--- src/rtl/program_loader_if.sv ---
// Load-stream and program-RAM write bus for program_loader.
// Optional checksum output is present only when PROGRAM_LOADER_CHECKSUM_EN is defined.
interface program_loader_if #(
  parameter int ADDR_WIDTH = 8
);
  logic                  start;
  logic                  loadValid;
  logic [3:0]            loadData;
  logic                  loadLast;
  logic                  loadReady;
  logic                  memWriteEn;
  logic [ADDR_WIDTH-1:0] memAddr;
  logic [3:0]            memData;
  logic                  cpuHold;
  logic                  loadDone;
  logic [ADDR_WIDTH:0]   programLength;
`ifdef PROGRAM_LOADER_CHECKSUM_EN
  logic [3:0]            checksumOut;
`endif

  modport master (
    output start, loadValid, loadData, loadLast,
`ifdef PROGRAM_LOADER_CHECKSUM_EN
    input  checksumOut,
`endif
    input  loadReady, memWriteEn, memAddr, memData, cpuHold, loadDone, programLength
  );

  modport slave (
    input  start, loadValid, loadData, loadLast,
`ifdef PROGRAM_LOADER_CHECKSUM_EN
    output checksumOut,
`endif
    output loadReady, memWriteEn, memAddr, memData, cpuHold, loadDone, programLength
  );
endinterface

--- src/rtl/program_loader.sv ---
// Program loader: streams 4-bit instruction words into program RAM from
// address 0, pads the rest with FILL_OPCODE and holds the CPU until done.
// Optional feature macro: PROGRAM_LOADER_CHECKSUM_EN (running XOR of loaded words).
//
// state | meaning
// IDLE  | after reset, CPU held, waiting for start
// LOAD  | accepting words from the load stream
// PAD   | writing FILL_OPCODE up to the top address, then waiting for the
//       | final write strobe to appear before signalling completion
// DONE  | load complete, CPU released, start re-arms a load
module program_loader #(
  parameter int         ADDR_WIDTH  = 8,
  parameter logic [3:0] FILL_OPCODE = 4'b0111
) (
  input  logic             clk,
  input  logic             reset,
  program_loader_if.slave  bus
);

  localparam logic [ADDR_WIDTH-1:0] LAST_ADDR = '1;
  localparam logic [ADDR_WIDTH:0]   MAX_LEN   = {1'b1, {ADDR_WIDTH{1'b0}}};

  typedef enum logic [1:0] {IDLE, LOAD, PAD, DONE} state_t;

  state_t                state, state_nxt;
  logic [ADDR_WIDTH-1:0] addr_cnt, addr_cnt_nxt;
  logic [ADDR_WIDTH:0]   length_q, length_nxt;
  logic                  wr_en_q, wr_en_nxt;
  logic [ADDR_WIDTH-1:0] wr_addr_q, wr_addr_nxt;
  logic [3:0]            wr_data_q, wr_data_nxt;
  logic                  done_q, done_nxt;
  logic                  final_visible;

  // The top address being strobed this cycle means the image is complete.
  // Completion is signalled one cycle later so loadDone follows the final strobe.
  assign final_visible = wr_en_q && (wr_addr_q == LAST_ADDR);

  // Next-state, address counter and registered write request
  always_comb begin
    state_nxt    = state;
    addr_cnt_nxt = addr_cnt;
    length_nxt   = length_q;
    wr_en_nxt    = 1'b0;
    wr_addr_nxt  = wr_addr_q;
    wr_data_nxt  = wr_data_q;
    done_nxt     = 1'b0;
    case (state)
      IDLE, DONE: begin
        if (bus.start) begin
          state_nxt    = LOAD;
          addr_cnt_nxt = '0;
          length_nxt   = '0;
        end
      end
      LOAD: begin
        if (bus.loadValid) begin
          wr_en_nxt   = 1'b1;
          wr_addr_nxt = addr_cnt;
          wr_data_nxt = bus.loadData;
          if (length_q != MAX_LEN)   length_nxt   = length_q + 1'b1;
          if (addr_cnt != LAST_ADDR) addr_cnt_nxt = addr_cnt + 1'b1;
          // A word at the top address leaves nothing to pad; PAD then only
          // waits out that word's strobe.
          if (bus.loadLast || addr_cnt == LAST_ADDR) state_nxt = PAD;
        end
      end
      PAD: begin
        if (final_visible) begin
          state_nxt = DONE;
          done_nxt  = 1'b1;
        end else begin
          wr_en_nxt   = 1'b1;
          wr_addr_nxt = addr_cnt;
          wr_data_nxt = FILL_OPCODE;
          if (addr_cnt != LAST_ADDR) addr_cnt_nxt = addr_cnt + 1'b1;
        end
      end
      default: state_nxt = IDLE;
    endcase
  end

  // State, counters and registered RAM write port
  always_ff @(posedge clk) begin
    if (reset) begin
      state     <= IDLE;
      addr_cnt  <= '0;
      length_q  <= '0;
      wr_en_q   <= 1'b0;
      wr_addr_q <= '0;
      wr_data_q <= '0;
      done_q    <= 1'b0;
    end else begin
      state     <= state_nxt;
      addr_cnt  <= addr_cnt_nxt;
      length_q  <= length_nxt;
      wr_en_q   <= wr_en_nxt;
      wr_addr_q <= wr_addr_nxt;
      wr_data_q <= wr_data_nxt;
      done_q    <= done_nxt;
    end
  end

  assign bus.loadReady     = (state == LOAD);
  assign bus.cpuHold       = (state != DONE);
  assign bus.memWriteEn    = wr_en_q;
  assign bus.memAddr       = wr_addr_q;
  assign bus.memData       = wr_data_q;
  assign bus.loadDone      = done_q;
  assign bus.programLength = length_q;

`ifdef PROGRAM_LOADER_CHECKSUM_EN
  logic [3:0] csum_q;

  // Running XOR of accepted words; pad words never reach it
  always_ff @(posedge clk) begin
    if (reset || ((state == IDLE || state == DONE) && bus.start))
      csum_q <= '0;
    else if (state == LOAD && bus.loadValid)
      csum_q <= csum_q ^ bus.loadData;
  end

  assign bus.checksumOut = csum_q;
`endif

endmodule

--- src/flat_wrapper.sv ---
// flat-port wrapper written by rule: the top's interface ports become plain ports
module program_loader_flat 
#(
  parameter int         ADDR_WIDTH  = 8,
  parameter logic [3:0] FILL_OPCODE = 4'b0111
)
  (clk, reset, bus_start, bus_loadValid, bus_loadData, bus_loadLast, bus_loadReady, bus_memWriteEn, bus_memAddr, bus_memData, bus_cpuHold, bus_loadDone, bus_programLength);
  program_loader_if #(.ADDR_WIDTH(ADDR_WIDTH)) bus_i ();
  input  logic clk;
  input  logic reset;
  input wire logic [$bits(bus_i.start)-1:0] bus_start;
  input wire logic [$bits(bus_i.loadValid)-1:0] bus_loadValid;
  input wire logic [$bits(bus_i.loadData)-1:0] bus_loadData;
  input wire logic [$bits(bus_i.loadLast)-1:0] bus_loadLast;
  output wire logic [$bits(bus_i.loadReady)-1:0] bus_loadReady;
  output wire logic [$bits(bus_i.memWriteEn)-1:0] bus_memWriteEn;
  output wire logic [$bits(bus_i.memAddr)-1:0] bus_memAddr;
  output wire logic [$bits(bus_i.memData)-1:0] bus_memData;
  output wire logic [$bits(bus_i.cpuHold)-1:0] bus_cpuHold;
  output wire logic [$bits(bus_i.loadDone)-1:0] bus_loadDone;
  output wire logic [$bits(bus_i.programLength)-1:0] bus_programLength;
  assign bus_i.start = bus_start;
  assign bus_i.loadValid = bus_loadValid;
  assign bus_i.loadData = bus_loadData;
  assign bus_i.loadLast = bus_loadLast;
  assign bus_loadReady = bus_i.loadReady;
  assign bus_memWriteEn = bus_i.memWriteEn;
  assign bus_memAddr = bus_i.memAddr;
  assign bus_memData = bus_i.memData;
  assign bus_cpuHold = bus_i.cpuHold;
  assign bus_loadDone = bus_i.loadDone;
  assign bus_programLength = bus_i.programLength;
  program_loader #(.ADDR_WIDTH(ADDR_WIDTH), .FILL_OPCODE(FILL_OPCODE)) u_core (.clk(clk), .reset(reset), .bus(bus_i));
endmodule
--- config.mk ---
export PLATFORM = sky130hd
export DESIGN_NAME = program_loader_flat
export DESIGN_NICKNAME = d
export VERILOG_FILES = /design/src/rtl/program_loader_if.sv /design/src/rtl/program_loader.sv /design/src/flat_wrapper.sv
export SDC_FILE = /design/constraint.sdc
export NUM_CORES = 1
export LEC_CHECK = 0
export CORE_MARGIN = 10
export CORE_UTILIZATION = 50
export DETAILED_ROUTE_END_ITERATION = 10
export DONT_BUFFER_PORTS = 1
export GPL_TIMING_DRIVEN = 0
export HOLD_SLACK_MARGIN = 0.06
export SYNTH_ARGS = -nofsm -noshare
export SYNTH_HDL_FRONTEND = slang
export SYNTH_SLANG_ARGS = --single-unit
--- constraint.sdc ---
create_clock -name clk -period 5.59 [get_ports clk]
set_input_delay 0.8385 -clock clk [delete_from_list [all_inputs] [get_ports clk]]
set_output_delay 0.8385 -clock clk [all_outputs]
set_load 0.02 [all_outputs]
==> results of run 1 <==
## cells in the mapped netlist, drive strengths merged, types with 2 or more instances
cell type / instances / area, um^2
nand2: 14 / 52.6
nand2b: 4 / 25.0
nor4: 3 / 31.3
o21ai: 8 / 40.0
nand3: 12 / 60.1
nor2b: 2 / 12.5
a31oi: 8 / 50.1
a21oi: 14 / 70.1
buf: 4 / 18.8
and3: 3 / 18.8
nor3: 9 / 45.0
or4: 4 / 30.0
a211oi: 4 / 40.0
ha: 7 / 87.6
inv: 11 / 41.3
o31ai: 3 / 22.5
a21o: 3 / 22.5
o32ai: 3 / 26.3
nor2: 9 / 33.8
dfxtp: 33 / 661
a41oi: 2 / 17.5
clkbuf: 9 / 33.8
and4: 2 / 17.5
nand4: 7 / 43.8
a311oi: 9 / 78.8
o41ai: 3 / 26.3
## metal layers
metal / up-vias / share of wire [%] / wire length, um
met2: 51 / 49 / 2270
met3: 7 / 8.0 / 372
met1: 784 / 42 / 1970
li1: 788 / - / -
met5: - / 0 / 0
met4: 0 / 0.77 / 36
## worst max-delay path, stage by stage (launching register included)
cell and delay, ns:
dfxtp_1 0.39, inv_1 0.08, ha_1 0.38, clkbuf_1 0.29
nor2_1 0.52, clkbuf_1 0.42, a21oi_1 0.12, nor3_1 0.20
## flip-flops by register name, indices dropped and copies added (netlist names)
| name | flops |
|---|---|
| u_core.bus.loadDone | 1 |
| u_core.bus.memWriteEn | 1 |
| u_core.bus.programLength | 9 |
| u_core.state | 2 |
| u_core.addr_cnt | 8 |
| u_core.bus.memAddr | 8 |
| u_core.bus.memData | 4 |
## worst max path at each step
stage / start / to / slack [ns] / cells after the start
after floorplan: u_core.state[1] / u_core.state[0] / 3.52 / 8
after global placement: u_core.state[0] / u_core.bus.memData[1] / 3.19 / 7
after detailed placement: u_core.state[0] / u_core.bus.memData[1] / 3.13 / 7
after CTS: u_core.state[0] / u_core.bus.memData[1] / 3.10 / 7
after global routing: u_core.state[1] / u_core.bus.memData[1] / 2.85 / 8
final: u_core.state[0] / u_core.bus.memData[1] / 3.11 / 7
## layout make-up
type,instances,area (um^2)
Fill cell,347,1470
Sequential cell,33,661
Inverter,12,45.0
Tap cell,46,57.6
Buffer,13,52.6
Clock buffer,7,65.1
Clock inverter,1,5.00
Multi-Input combinational cell,145,952
## kinds of logic after synthesis
kind of cell               share of synthesized area (%)
DFF                                                 38.6
AOI/OAI and AO/OA                                   27.1
muxes                                              0.658
and+or+nand+nor                                     22.8
buffers and inverters                               5.71
adders and majority gates                           5.12
## power by group through the flow
stage	registers (uW)	clock network, uW	logic (uW)
floorplan	321	0	282
global placement	332	0	356
detailed placement	333	0	365
CTS	327	159	366
global route	332	173	413
finish	326	156	370
## per-stage QoR
step,worst slack (ns),hold WS (ns),total power (uW),std cells
after floorplan,3.52,0.464,602,203
after global placement,3.19,0.492,688,249
after detailed placement,3.13,0.501,698,249
after CTS,3.10,0.517,852,257
after global routing,2.85,0.544,918,257
final,3.11,0.519,853,257
## layout by cell type (no fill, tap or decap), types with 4 or more instances in the layout
master / Yosys / layout
o21ai_0: 6 / 6
clkbuf_4: 0 / 5
dfxtp_1: 33 / 33
or4_1: 4 / 4
ha_1: 7 / 7
nand3_1: 12 / 12
nand2_1: 14 / 14
clkbuf_1: 9 / 9
a21oi_1: 14 / 14
nor3_1: 9 / 9
a31oi_1: 8 / 8
inv_1: 11 / 11
a311oi_1: 9 / 9
nand2b_1: 4 / 4
nand4_1: 7 / 7
nor2_1: 9 / 9
==> results.ini, run 1 <==
[sta]
fmax_mhz = 403
finalSetupViolations = 0
rsz0062_at_grt = false
fin_skew_ns = 0.00869
post-route-min-period_ns = 2.48
tightestPinTransition_ns = 0.678
slew_viol_final = 0
relSlewSlack_pct = 54.7
tns_ns = 0
period_share_pct = 44.4
hold_violations = 0

[route]
totalWireLength_mm = 4.65
drtAntennaViolNets = 0
avgViaCountPerCell = 6.34
post_drt_wl_per_cell_um = 18.1
post-route-drc-count = 0
drt_iter0_drc = 123
num_vias = 1630
first_pass_iters = 4

[cts]
cts_tree = done
clock_latency_ns = 0.34
clockRootBuffer = clkbuf_4
hold_buffers = 0
cts_setup_buffers = 0
htree_levels = 2
clk_pin_slew_ns = 0.10
cts.path.max_buffers = 2
cts_buffers = 5
clock-sinks = 33
cts_resized = 0

[setup_path]
worst-path-max-fanout = 10
worstSetupEndpointType = flip-flop
worstReg2RegStart = u_core.state[0]
required_ns = 5.84
crit_arrival_ns = 2.73
path_class = flip-flop to flip-flop
reg2reg_depth = 7
r2r_end = u_core.bus.memData[1]
start_kind = flip-flop
r2r_setup_slack_ns = 3.11

[floorplan]
start_util_pct = 51.7
dieArea_um2 = 6160
core_area_um2 = 3310
dieHeight_um = 78.5
num_rows = 21
io_pins = 34
die_w_um = 78.5

[global_route]
grt_pass1_wl_mm = 7.52
antenna_found_initial = 0
grt_most_used_layer = met2
grtUsageTotal_pct = 14.9
grt_overflow = 0
gr-usage-met2_pct = 24.2
grt_max_degree = 11
use_met3_pct = 6.04
grt_pass1_vias = 1484
grt_util_met1_pct = 17.6

[power_and_ir_drop]
clockPowerShare_pct = 18.3
swShare_pct = 45.7
p_seq_share_pct = 38.3
p_comb_share_pct = 43.4
max-vdd-ir-drop_mv = 0.277
p_int_uw = 463
power_leakage_uw = 0.000599
power.switching_uw = 390
p_per_area_nw_per_um2 = 464

[layout]
layout.nets = 226
area_growth_pct = 7.46
drive_above_1_share_pct = 8.06
diodes = 0
final_area_um2 = 1840
fin_util_pct = 55.5

[yosys]
seq_area_frac_synth_pct = 38.6
avgSynthCellArea_um2 = 8.43
ys_warn_count = 0
synth-edff-count = 0
synth_nets = 219
yosysUniqueCellTypes = 43
netlist_instances = 203
ys.flop_type = dfxtp_1
ys_async_sr_fraction_pct = 0
yosys_register_bits = 33
synth_area_um2 = 1710

[job]
maxCapViolCount = 0

[placed_design]
dp_hpwl_mm = 3.49
port_buffers = 0
gp_congestion = 0.807
dpl_cell_area_um2 = 1770

[hold_path]
holdPathStages = 2
hold_class = flip-flop to flip-flop
hold_path_end = u_core.addr_cnt[7]
worstHoldStart = u_core.addr_cnt[7]

[run_status]
outcome = finished clean

(Power assumes the default switching activity.)
==> run 2: changes to the inputs <==
- clock period: 5.59 -> 2.4 ns (I/O delays scaled with it)
==> run 2 against run 1 <==
  * Final cell count did not move
  * Wire length fell by 0.22%
  * Design area rose by 1.6%
  * Sequential power rose by 130%
  * Global-route usage did not move
  * Clock power rose by 140%
==> results.ini, run 2 (synthesis gave the netlist of run 1 again) <==
[setup_path]
start_kind = flip-flop
worstSetupEndpointType = flip-flop
slowest_delay_ns = 0.37  ; -0.15 ns
worst-path-max-fanout = 10  ; unchanged
crit_buf_inv = 3  ; unchanged
cp_slowest_cell = dfxtp_2
crit_chain = inv_1 > ha_1 > buf_2 > nor2b_2 > a21o_1 > buf_2 > a311oi_2 > mux2_2
critPathTopFamily = buffers and inverters
required_ns = 2.63  ; -3.21 ns
cp_common_cell = buf_2
path_class = flip-flop to flip-flop
crit_arrival_ns = 2.49  ; -0.24 ns

[global_route]
grt_pass1_vias = 1484  ; unchanged
antenna_found_initial = 0  ; unchanged
grt_overflow = 0  ; unchanged
grtUsageTotal_pct = 14.9  ; unchanged
grt_pass1_wl_mm = 7.52  ; unchanged
grt_max_degree = 11  ; unchanged

[route]
first_pass_iters = 4  ; unchanged
drt_iter0_drc = 137  ; +11%
post-route-drc-count = 0  ; unchanged
top_layer = met4
avgViaCountPerCell = 6.34  ; unchanged
wl_met2_mm = 2.29  ; +0.53%
wl_met3_um = 374  ; +0.54%
drt-met1-wl_mm = 1.94  ; -1.3%
drtAntennaViolNets = 0  ; unchanged
num_vias = 1630  ; unchanged
totalWireLength_mm = 4.64  ; -0.22%
post_drt_wl_per_cell_um = 18.1  ; -0.22%

[cts]
cts.path.max_buffers = 2  ; unchanged
cts_tree = done
clock-sinks = 33  ; unchanged
clock_latency_ns = 0.34  ; about the same
cts_buffers = 5  ; unchanged
cts_setup_buffers = 0  ; unchanged
clk_pin_slew_ns = 0.10  ; about the same
clockRootBuffer = clkbuf_4
htree_levels = 2  ; unchanged
hold_buffers = 0  ; unchanged

[sta]
fmax_mhz = 443  ; +9.9%
finalSetupViolations = 0  ; unchanged
relSlewSlack_pct = 58.4  ; +3.6 points
tightestPinTransition_ns = 0.620  ; -0.0577 ns
tns_ns = 0  ; unchanged
fin_skew_ns = 0.00660  ; -0.00208 ns
period_share_pct = 94.1  ; +50 points
rsz0062_at_grt = true
slew_viol_final = 0  ; unchanged
setup_ws_ns = 0.142  ; -2.97 ns
whs_ns = 0.162  ; -0.357 ns
post-route-min-period_ns = 2.26  ; -0.223 ns
hold_violations = 0  ; unchanged

[layout]
area_growth_pct = 9.22
drive_above_1_share_pct = 10.9  ; +2.8 points
layout.cells.most_common_list = dfxtp_1 (32), nand2_1 (14), a21oi_1 (14)
diodes = 0  ; unchanged
mostFrequentLayoutCell = dfxtp_1
largest_register_ffs = 9  ; unchanged
layout.nets = 226  ; unchanged

[hold_path]
hold_class = input pin to flip-flop

[floorplan]
start_util_pct = 51.7  ; unchanged
dieArea_um2 = 6160  ; unchanged
dieHeight_um = 78.5  ; unchanged
die_w_um = 78.5  ; unchanged
num_rows = 21  ; unchanged
core_area_um2 = 3310  ; unchanged
io_pins = 34  ; unchanged

[placed_design]
post-place-ws_ns = -0.0603  ; -3.19 ns
port_buffers = 0  ; unchanged
dp_hpwl_mm = 3.49  ; unchanged
gp_congestion = 0.807  ; unchanged

[job]
maxCapViolCount = 0  ; unchanged

[power_and_ir_drop]
power_leakage_uw = 0.000608  ; +1.5%
power_uw = 2060  ; +140%
p_per_area_nw_per_um2 = 1100  ; +140%
max-vdd-ir-drop_mv = 0.687  ; +150%

[run_status]
outcome = finished clean

-- run 2: cell counts in the layout (fill, tap and decap cells not counted) --
Identical to the previous run, type by type.
-- run 2: layout make-up --
| cell class | instances | area, um^2 |
|---|---|---|
| tap | 46 | 57.6 |
| sequential | 33 | 662 |
| clock inverter | 1 | 5.00 |
| inverter | 12 | 45.0 |
| multi-input combinational | 145 | 978 |
| fill | 346 | 1440 |
| buffer | 13 | 55.1 |
| clock buffer | 7 | 65.1 |
-- run 2: final timing paths --
path,start,endpoint,slack [ns],cells after the start
max reg2reg,u_core.state[1],u_core.state[0],0.14,8
max,u_core.state[1],u_core.state[0],0.14,8
min reg2reg,u_core.state[1],u_core.state[1],0.50,2
min,bus_loadData[3],u_core.bus.memData[3],0.16,2
-- run 2: power by group --
| part | total (uW) | internal [uW] | switching (uW) |
|---|---|---|---|
| logic | 928 | 319 | 609 |
| registers | 762 | 625 | 137 |
| clock network | 367 | 170 | 197 |
-- run 2: stage by stage --
| step | instance area, um^2 | std cells | utilization (%) |
|---|---|---|---|
| floorplan | 1710 | 203 | - |
| global placement | 1770 | 249 | 53.4 |
| detailed placement | 1770 | 249 | 53.4 |
| CTS | 1840 | 257 | 55.6 |
| global route | 1870 | 257 | 56.4 |
| finish | 1870 | 257 | 56.4 |
-- run 2: what timing repair did --
action	in CTS	in global routing
pin swaps	0	1
cloned	0	0
endpoints found under the setup margin	9	21
gates resized for setup	1	9
-- run 2: per-layer routing --
metal,GRT usage [%],up-vias
met1,17.6,788
met5,0,-
met2,24.2,50
li1,-,787
met4,4.48,0
met3,6.04,5
-- run 2: worst reg2reg max path: cells and delay by family (launching register included) --
kind | cells | cell delay, ns
flops | 1 | 0.37
simple gates | 1 | 0.22
buf+inv | 3 | 0.50
compound gates | 2 | 0.44
fa+ha+maj | 1 | 0.27
mux | 1 | 0.37
==> run 3: changes to the inputs <==
- PLACE_DENSITY: default -> 0.66
==> run 3 against run 2 <==
  * Maximum frequency shrank 0.64%
  * Die area is the same
  * Setup slack worse by 0.015 ns
  * Combinational power decreased by 1%
  * Power increased by 7.1%
  * Critical path type unchanged
==> results.ini, run 3 (synthesis gave the netlist of run 1 again) <==
[run_status]
outcome = finished clean

[power_and_ir_drop]
max-vdd-ir-drop_mv = 0.667  ; -3.0%
p_per_area_nw_per_um2 = 1160  ; +4.9%
power_leakage_uw = 0.000622  ; +2.3%
p_seq_share_pct = 34.6  ; -2.5 points
power.switching_uw = 935  ; -0.83%
clockPowerShare_pct = 23.9  ; +6.1 points
p_comb_share_pct = 41.5  ; -3.6 points
p_int_uw = 1270  ; +14%
swShare_pct = 42.5  ; -3.4 points

[setup_path]
reg2reg_depth = 8  ; unchanged
cp_slowest_cell = or4_1
r2r_end = u_core.addr_cnt[1]
worst-path-max-fanout = 10  ; unchanged
start_kind = flip-flop
cp_common_cell = buf_2
worstReg2RegStart = u_core.state[1]
crit_chain = inv_1 > ha_1 > buf_2 > nor2b_2 > a21o_1 > buf_2 > or4_1 > a21oi_1
path_class = flip-flop to flip-flop
crit_buf_inv = 3  ; unchanged
slowest_delay_ns = 0.54  ; +0.17 ns
crit_arrival_ns = 2.54  ; +0.05 ns
critPathTopFamily = simple AND/OR/NAND/NOR gates
r2r_setup_slack_ns = 0.13  ; about the same
required_ns = 2.66  ; +0.03 ns
worstSetupEndpointType = flip-flop

[cts]
cts.path.max_buffers = 2  ; unchanged
cts_setup_buffers = 0  ; unchanged
htree_levels = 2  ; unchanged
clock_latency_ns = 0.34  ; about the same
cts_buffers = 5  ; unchanged
clk_pin_slew_ns = 0.12  ; +0.02 ns
clock-sinks = 33  ; unchanged
cts_tree = done
clockRootBuffer = clkbuf_4

[placed_design]
gp_congestion = 0.837  ; +3.7%
post-place-ws_ns = -0.0139  ; +0.0465 ns
dp_hpwl_mm = 3.42  ; -2.2%
port_buffers = 0  ; unchanged

[sta]
relSlewSlack_pct = 60.9  ; +2.6 points
hold_violations = 0  ; unchanged
slew_viol_final = 0  ; unchanged
post-route-min-period_ns = 2.27  ; +0.0145 ns
tightestPinTransition_ns = 0.581  ; -0.0390 ns
tns_ns = 0  ; unchanged
setup_ws_ns = 0.127  ; -0.0145 ns
fin_skew_ns = 0.0163  ; +0.00974 ns
finalSetupViolations = 0  ; unchanged
rsz0062_at_grt = false
period_share_pct = 94.7  ; +0.60 points
fmax_mhz = 440  ; -0.64%

[route]
wl_met2_mm = 2.32  ; +1.5%
totalWireLength_mm = 4.67  ; +0.71%
post_drt_wl_per_cell_um = 18.2  ; +0.71%
first_pass_iters = 4  ; unchanged
drtAntennaViolNets = 0  ; unchanged
wl_met3_um = 450  ; +20%
num_vias = 1662  ; +2.0%
drt_iter0_drc = 244  ; +78%
post-route-drc-count = 0  ; unchanged
avgViaCountPerCell = 6.47  ; +2.0%
top_layer = met4
drt-met1-wl_mm = 1.89  ; -2.8%

[floorplan]
dieHeight_um = 78.5  ; unchanged
start_util_pct = 51.7  ; unchanged
dieArea_um2 = 6160  ; unchanged
die_w_um = 78.5  ; unchanged
io_pins = 34  ; unchanged
num_rows = 21  ; unchanged
core_area_um2 = 3310  ; unchanged

[global_route]
grtUsageTotal_pct = 15.2  ; +0.31 points
grt_pass1_vias = 1576  ; +6.2%
grt_pass1_wl_mm = 7.87  ; +4.7%
grt_max_degree = 12  ; +1
antenna_found_initial = 0  ; unchanged
grt_overflow = 0  ; unchanged

[layout]
largest_register_ffs = 9  ; unchanged
layout.nets = 226  ; unchanged
mostFrequentLayoutCell = dfxtp_1
area_growth_pct = 11.4
diodes = 0  ; unchanged
layout.cells.most_common_list = dfxtp_1 (32), nand2_1 (14), a21oi_1 (14)
fin_util_pct = 57.6  ; +1.1 points
drive_above_1_share_pct = 11.4  ; +0.47 points

[hold_path]
holdPathStages = 2  ; unchanged
hold_class = input pin to flip-flop
worstHoldStart = bus_loadData[3]
hold_path_end = u_core.bus.memData[3]

[job]
maxCapViolCount = 0  ; unchanged

[run 3: cell count changes in the layout (fill, tap and decap cells not counted)]
cell	previous run	this run
nor3_2	0	1
clkbuf_8	2	0
nor3_1	9	8
bufinv_16	0	2
[run 3: metrics by stage]
step           instances  hold slack [ns]  total power [uW]  area (um^2)
6_report             257            0.164              2200         1910
5_1_grt              257            0.172              2350         1910
4_1_cts              257            0.159              2170         1880
3_5_place_dp         249            0.512              1610         1770
3_3_place_gp         249            0.494              1590         1770
2_1_floorplan        203            0.464              1400         1710
[run 3: repair_timing]
action,4_1_cts,5_1_grt
pin swaps,0,1
endpoints found under the setup margin,13,21
endpoints found under the hold margin,0,0
cloned,0,0
gates resized for setup,2,9
hold buffers,0,0
[run 3: power by group through the flow]
| stage | Sequential (uW) | Clock, uW | Combinational, uW |
|---|---|---|---|
| after global routing | 776 | 557 | 1020 |
| after floorplan | 747 | 0 | 656 |
| after detailed placement | 777 | 0 | 838 |
| after global placement | 771 | 0 | 819 |
| final | 762 | 525 | 915 |
| after CTS | 762 | 531 | 875 |
[run 3: how the worst max path moves through the flow]
stage	start	end	slack, ns	depth (start not counted)
global placement	u_core.state[0]	u_core.bus.memData[1]	0.05	7
finish	u_core.state[1]	u_core.addr_cnt[1]	0.13	8
CTS	u_core.state[1]	u_core.bus.programLength[6]	0.05	7
global route	u_core.state[0]	u_core.addr_cnt[5]	0.02	7
detailed placement	u_core.state[1]	u_core.bus.programLength[6]	-0.01	8
floorplan	u_core.state[1]	u_core.state[0]	0.33	8
[run 3: layer usage]
layer  track usage (%)  vias up
met4              3.94        0
met1              18.0      789
met2              24.7       75
met3              6.61        2
li1                  -      796
met5                 0        -
[run 3: area by class of cell]
class | count | area [um^2]
buffer | 13 | 55.1
clock buffer | 5 | 37.5
clock inverter | 3 | 65.1
fill | 321 | 1410
inverter | 12 | 45.0
multi-input combinational | 145 | 983
sequential | 33 | 662
tap | 46 | 57.6
